## src/rtl/vend_dispense_ctrl.sv

```systemverilog
// Vend dispense controller: queues vend orders (change flag per order) and sequences
// the product dispenser and change hopper handshakes with a timeout-to-fault guard.
module vend_dispense_ctrl #(
  parameter int DEPTH   = 4,
  parameter int TIMEOUT = 16
) (
  input  logic       clk,
  input  logic       rst,
  input  logic       prod_in,
  input  logic       change_in,
  output logic       disp_req,
  input  logic       disp_done,
  output logic       hop_req,
  input  logic       hop_done,
  input  logic       fault_clr,
  output logic       busy,
  output logic       fault,
  output logic       overflow,
  output logic [2:0] q_count
);

  localparam int PW = $clog2(DEPTH);
  localparam int TW = $clog2(TIMEOUT);
  localparam logic [TW-1:0] TIMER_LAST = TW'(TIMEOUT - 1);
  localparam logic [2:0]    FULL_CNT   = 3'(DEPTH);

  typedef enum logic [1:0] {IDLE, DISP, HOP, FAULT} state_t;

  state_t           state_q, state_d;
  logic [DEPTH-1:0] mem_q, mem_d;
  logic [PW-1:0]    wr_ptr_q, wr_ptr_d;
  logic [PW-1:0]    rd_ptr_q, rd_ptr_d;
  logic [2:0]       count_q, count_d;
  logic [TW-1:0]    timer_q, timer_d;
  logic             chg_q, chg_d;
  logic             ovf_q, ovf_d;
  logic             pop, push, full;

  always_comb begin
    state_d  = state_q;
    mem_d    = mem_q;
    wr_ptr_d = wr_ptr_q;
    rd_ptr_d = rd_ptr_q;
    count_d  = count_q;
    timer_d  = timer_q;
    chg_d    = chg_q;

    full = (count_q == FULL_CNT);
    pop  = (state_q == IDLE) && (count_q != 3'd0);
    // A full queue still accepts an order when the head leaves on the same edge.
    push  = prod_in && (!full || pop);
    ovf_d = prod_in && full && !pop;

    if (push) begin
      mem_d[wr_ptr_q] = change_in;
      wr_ptr_d        = wr_ptr_q + 1'b1;
    end
    if (pop) begin
      rd_ptr_d = rd_ptr_q + 1'b1;
    end
    case ({push, pop})
      2'b10:   count_d = count_q + 3'd1;
      2'b01:   count_d = count_q - 3'd1;
      default: count_d = count_q;
    endcase

    case (state_q)
      IDLE: begin
        if (pop) begin
          chg_d   = mem_q[rd_ptr_q];
          timer_d = '0;
          state_d = DISP;
        end
      end
      DISP: begin
        if (disp_done) begin
          state_d = chg_q ? HOP : IDLE;
          timer_d = '0;
        end else if (timer_q == TIMER_LAST) begin
          state_d = FAULT;
          timer_d = '0;
        end else begin
          timer_d = timer_q + 1'b1;
        end
      end
      HOP: begin
        if (hop_done) begin
          state_d = IDLE;
          timer_d = '0;
        end else if (timer_q == TIMER_LAST) begin
          state_d = FAULT;
          timer_d = '0;
        end else begin
          timer_d = timer_q + 1'b1;
        end
      end
      FAULT: begin
        // The in-flight order is simply dropped; the queue keeps filling meanwhile.
        if (fault_clr) begin
          state_d = IDLE;
        end
      end
      default: state_d = IDLE;
    endcase
  end

  always_ff @(posedge clk) begin
    if (rst) begin
      state_q  <= IDLE;
      mem_q    <= '0;
      wr_ptr_q <= '0;
      rd_ptr_q <= '0;
      count_q  <= 3'd0;
      timer_q  <= '0;
      chg_q    <= 1'b0;
      ovf_q    <= 1'b0;
    end else begin
      state_q  <= state_d;
      mem_q    <= mem_d;
      wr_ptr_q <= wr_ptr_d;
      rd_ptr_q <= rd_ptr_d;
      count_q  <= count_d;
      timer_q  <= timer_d;
      chg_q    <= chg_d;
      ovf_q    <= ovf_d;
    end
  end

  assign disp_req = (state_q == DISP);
  assign hop_req  = (state_q == HOP);
  assign fault    = (state_q == FAULT);
  assign busy     = (state_q != IDLE) || (count_q != 3'd0);
  assign overflow = ovf_q;
  assign q_count  = count_q;

endmodule

```

## config.mk

```make
export PLATFORM = sky130hd
export DESIGN_NAME = vend_dispense_ctrl
export DESIGN_NICKNAME = d
export VERILOG_FILES = /design/src/rtl/vend_dispense_ctrl.sv
export SDC_FILE = /design/constraint.sdc
export NUM_CORES = 1
export LEC_CHECK = 0
export BUFFER_PORTS_ARGS = -buffer_cell sky130_fd_sc_hd__buf_2
export CAP_MARGIN = 20
export CORE_MARGIN = 2
export CORE_UTILIZATION = 35
export DETAILED_ROUTE_END_ITERATION = 16
export GPL_TIMING_DRIVEN = 0
export HOLD_SLACK_MARGIN = 0.06
export SLEW_MARGIN = 20
export SYNTH_ARGS = -nofsm -noshare
export SYNTH_HDL_FRONTEND = slang
export SYNTH_SLANG_ARGS = --single-unit
export TNS_END_PERCENT = 5
```

## constraint.sdc

```tcl
create_clock -name clk -period 2.3 [get_ports clk]
set_clock_uncertainty 0.05 [all_clocks]
set_input_delay 0.23 -clock clk [delete_from_list [all_inputs] [get_ports clk]]
set_output_delay 0.23 -clock clk [all_outputs]
set_load 0.01 [all_outputs]
```

==> metrics list <==
* Outcome: complete, no violations
* Leading post-synthesis cells by cell area: sky130_fd_sc_hd__dfxtp_1 (32%), sky130_fd_sc_hd__ha_1 (11%), sky130_fd_sc_hd__mux2i_1 (5.0%)
- Summing every instance area after synthesis gives 1190 um2.
- After synthesis, the share of flip-flops with an asynchronous set or reset is 0.
* Crit path largest cell delay: 410 ps
* Post-synth cell types: 45
- The number of antenna diodes in the final layout is 0.
* Starting DRC count in detailed routing: 19
- Level count of the clock H-tree: 1
- Average via count per standard cell: 4.95
- Pin count of the biggest net entering global routing: 12
* Aggregate global-route resource usage: 0.129
- Delay-heaviest family, CP: adder cells
- Global routing finished with a remaining overflow of 0.
- Final estimated routing congestion in global placement: 0.760
- Number of antenna violations at the first check in global routing: 0
* Prevailing post-synth register cell: sky130_fd_sc_hd__dfxtp_1
- Of the post-synthesis cell area, the dominant cell type holds 0.319.
* Synth warn: 0
* Library cell used as clock root buffer: sky130_fd_sc_hd__clkbuf_4
- TritonCTS built the clock tree.
- Transition time at the pin with the least slew margin: 521 ps
- In this run the worst path has a maximum fanout of 9.
- Simple logic cell fraction of the synthesized area: 0.211
* CP required: 2490 ps
- In this run, synthesis inferred 0 flip-flops with an integrated enable.
* Final Cycle Share: 0.898
- sky130_fd_sc_hd__dfxtp_1 takes more of the synthesized area than any other cell.
- Power density over cell area: 1040 nW/um2
* Sum of routed wire length over all layers: 2250 um
- The worst hold path begins at rst.
- Most frequent standard cell in the layout excluding fill and tap cells: sky130_fd_sc_hd__dfxtp_1
- Number of max-slew violations in the final report: 0
- Core outline area: 3310 um2
- The clock passes through at most 2 buffers.
- Number of buffers created by CTS: 3
* Main combinational cell family by area after synthesis: simple AND/OR/NAND/NOR gates
* Type of origin of the critical path: register
- Classification of the worst setup path: register to register
- Cell breakdown of the critical path: inv_1 -> ha_4 -> o31a_4 -> nand2b_1 -> fa_1 -> o31ai_2 -> mux2i_1
- Non-filler cells, final: 192
- The worst register-to-register path has a setup slack of 240 ps.
- The share of the Yosys chip area taken by registers is 0.319.
- Worst skew pair latency: 300 ps
- Capture point of the worst reg-to-reg path: q_count[2]
- XOR/XNOR Fraction of Synth Area: 0.0221
- # DRC: 0
- VDD sags by at most 0.374 mV.
* Number of optimization iterations in the first detailed-route pass: 4
- Data arrives at the worst endpoint at 2250 ps.
- The worst register-to-register path has a depth of 7.
- Number of placed cells counting well taps: 188
- The die covers 3890 um2.
* Summed negative setup slack over all endpoints: 0 ps
- In the layout the commonest cells are sky130_fd_sc_hd__dfxtp_1 (19), sky130_fd_sc_hd__buf_2 (14), sky130_fd_sc_hd__inv_1 (10), sky130_fd_sc_hd__nor2_1 (10), sky130_fd_sc_hd__ha_1 (9).
- Die Y-Extent: 62.3 um
- Counting every net in the synthesized netlist gives 146.
* Layout overhead on the synthesized area: 14.8%
- The startpoint identified for the worst register-to-register timing path is state_q[1].
* Highest achievable clock rate: 484 MHz
- Row generation in the floorplan step produced 21 rows.
- A synthesized cell averages 9.31 um2.
- After layout, the minimum clock period comes to 2060 ps.
* Average wire per cell in the routed design: 11.7 um
- Setup repair bufs after CTS: 0
- The path class of the tightest hold or removal check is primary input to register.
* TritonCTS sink count: 19
- Number of ports placed on the die boundary: 15
* Endpoint of the worst hold path: q_count[2]
- Input and output buffers added on the ports amount to 14.
* Kind of capture point of the worst setup path: register
- Portion of netlist area occupied by mux cells: 0.0693
* Compound-cell area share of the yosys netlist: 0.184
- The net count of the finished layout is 165.
- In this run the remaining antenna-violating nets after routing total 0.
- Together, buffers and inverters on the worst path number 1.
- Fill cell total of the finished layout: 360
- The tool flagged a number of max-cap violations equal to 0.
- Number of endpoints with negative hold slack in the final report: 0
- Critical Path Slowest Stage Cell: sky130_fd_sc_hd__fa_1
* Cell count after synthesis: 128
* Flop and latch count out of synthesis: 19
* RSZ-0062 raised after global routing: false
- The critical path starts at state_q[1].
- The via count of the first global-routing pass was 938.
* Clk slew on worst S/H paths: 110 ps
- Measured against its own limit, the worst slew margin works out to 0.653.
- Initial core utilization: 0.360
- The HPWL after detailed placement is 1750 um.
- Cts hold-fix bufs: 0
- Setup violations remaining at the end of the flow were counted as 0.
* Post-synthesis adder-cell area fraction: 0.122
* Layout cells sized above 1: 0.267
- For this block, the via count after detailed routing is 950.
* Horizontal extent of the die: 62.3 um
* Static Leak: 0.583 nW
* Wire length of the first global-routing pass: 4080 um
- Number of stages on the worst hold path: 3
==> cell usage after synthesis, drive strengths merged (3+ instances only) <==
cell type,number
dfxtp,19
inv,11
ha,10
nor2,10
nand2,9
a21oi,8
mux2i,6
nand3,6
nor3,4
buf,3
clkbuf,3
nand2b,3
nor2b,3
==> cell families after synthesis <==
kind of cell               count (synthesis)
adders and majority gates                 11
DFF                                       19
and+or+nand+nor                           45
AOI/OAI and AO/OA                         26
xor gates and xnor gates                   3
buffers and inverters                     17
muxes                                      7
==> metrics by stage <==
step | power [mW] | area [um2] | worst slack [ps] | utilization | hold WS, ps
finish | 1.42 | 1370 | 236 | 0.413 | 157
CTS | 1.40 | 1350 | 62.6 | 0.407 | 149
global placement | 1.19 | 1320 | 65.0 | 0.398 | 428
detailed placement | 1.22 | 1320 | 24.4 | 0.398 | 432
global route | 1.56 | 1370 | 53.5 | 0.413 | 168
floorplan | 1.05 | 1190 | 262 | - | 324
==> registers in the layout, summed over array words and instances, names as in the netlist <==
name      count
rd_ptr_q      2
mem_q         4
q_count       3
state_q       2
chg_q         1
overflow      1
timer_q       4
wr_ptr_q      2
==> worst min-delay path, delay by kind of cell <==
family / cells / cell delay [ps]
AND/OR/NAND/NOR: 1 / 90
multiplexers: 1 / 60
buffers and inverters: 1 / 80
==> where the power goes <==
group          internal, mW  total (mW)  leakage [nW]  switching [mW]
logic                 0.393       0.814         0.411           0.420
registers             0.384       0.436         0.155          0.0521
clock network        0.0649       0.174        0.0177           0.109
==> final cells by class <==
cell class,instances,area (um2),area share
plain buffers,6,45.0,0.0329
clock buffers,3,22.5,0.0165
clock inverters,1,5.00,0.00366
inverters,11,41.3,0.0302
multi-input cells,92,746,0.545
flip-flops and latches,19,380,0.278
well taps,46,57.6,0.0421
repair buffers,14,70.1,0.0512
==> worst max path at each step <==
stage | end | slack (ps) | depth (start not counted)
floorplan | q_count[1] | 260 | 8
global placement | q_count[1] | 70 | 8
detailed placement | q_count[2] | 20 | 7
CTS | q_count[2] | 60 | 7
global route | q_count[2] | 50 | 7
finish | q_count[2] | 240 | 7
==> repair_timing <==
item	CTS	global route
resized for setup	1	4
pin swaps	0	0
endpoints found under the setup margin	2	2
==> per-layer routing <==
| layer | GRT usage | vias to the layer above | routed length, um |
|---|---|---|---|
| met5 | 0 | - | 0 |
| met4 | 0.0333 | 0 | 22 |
| met3 | 0.0399 | 2 | 108 |
| met2 | 0.235 | 19 | 1150 |
| met1 | 0.147 | 443 | 976 |
| li1 | - | 486 | - |
No activity file was read; power rests on OpenSTA's default activity.
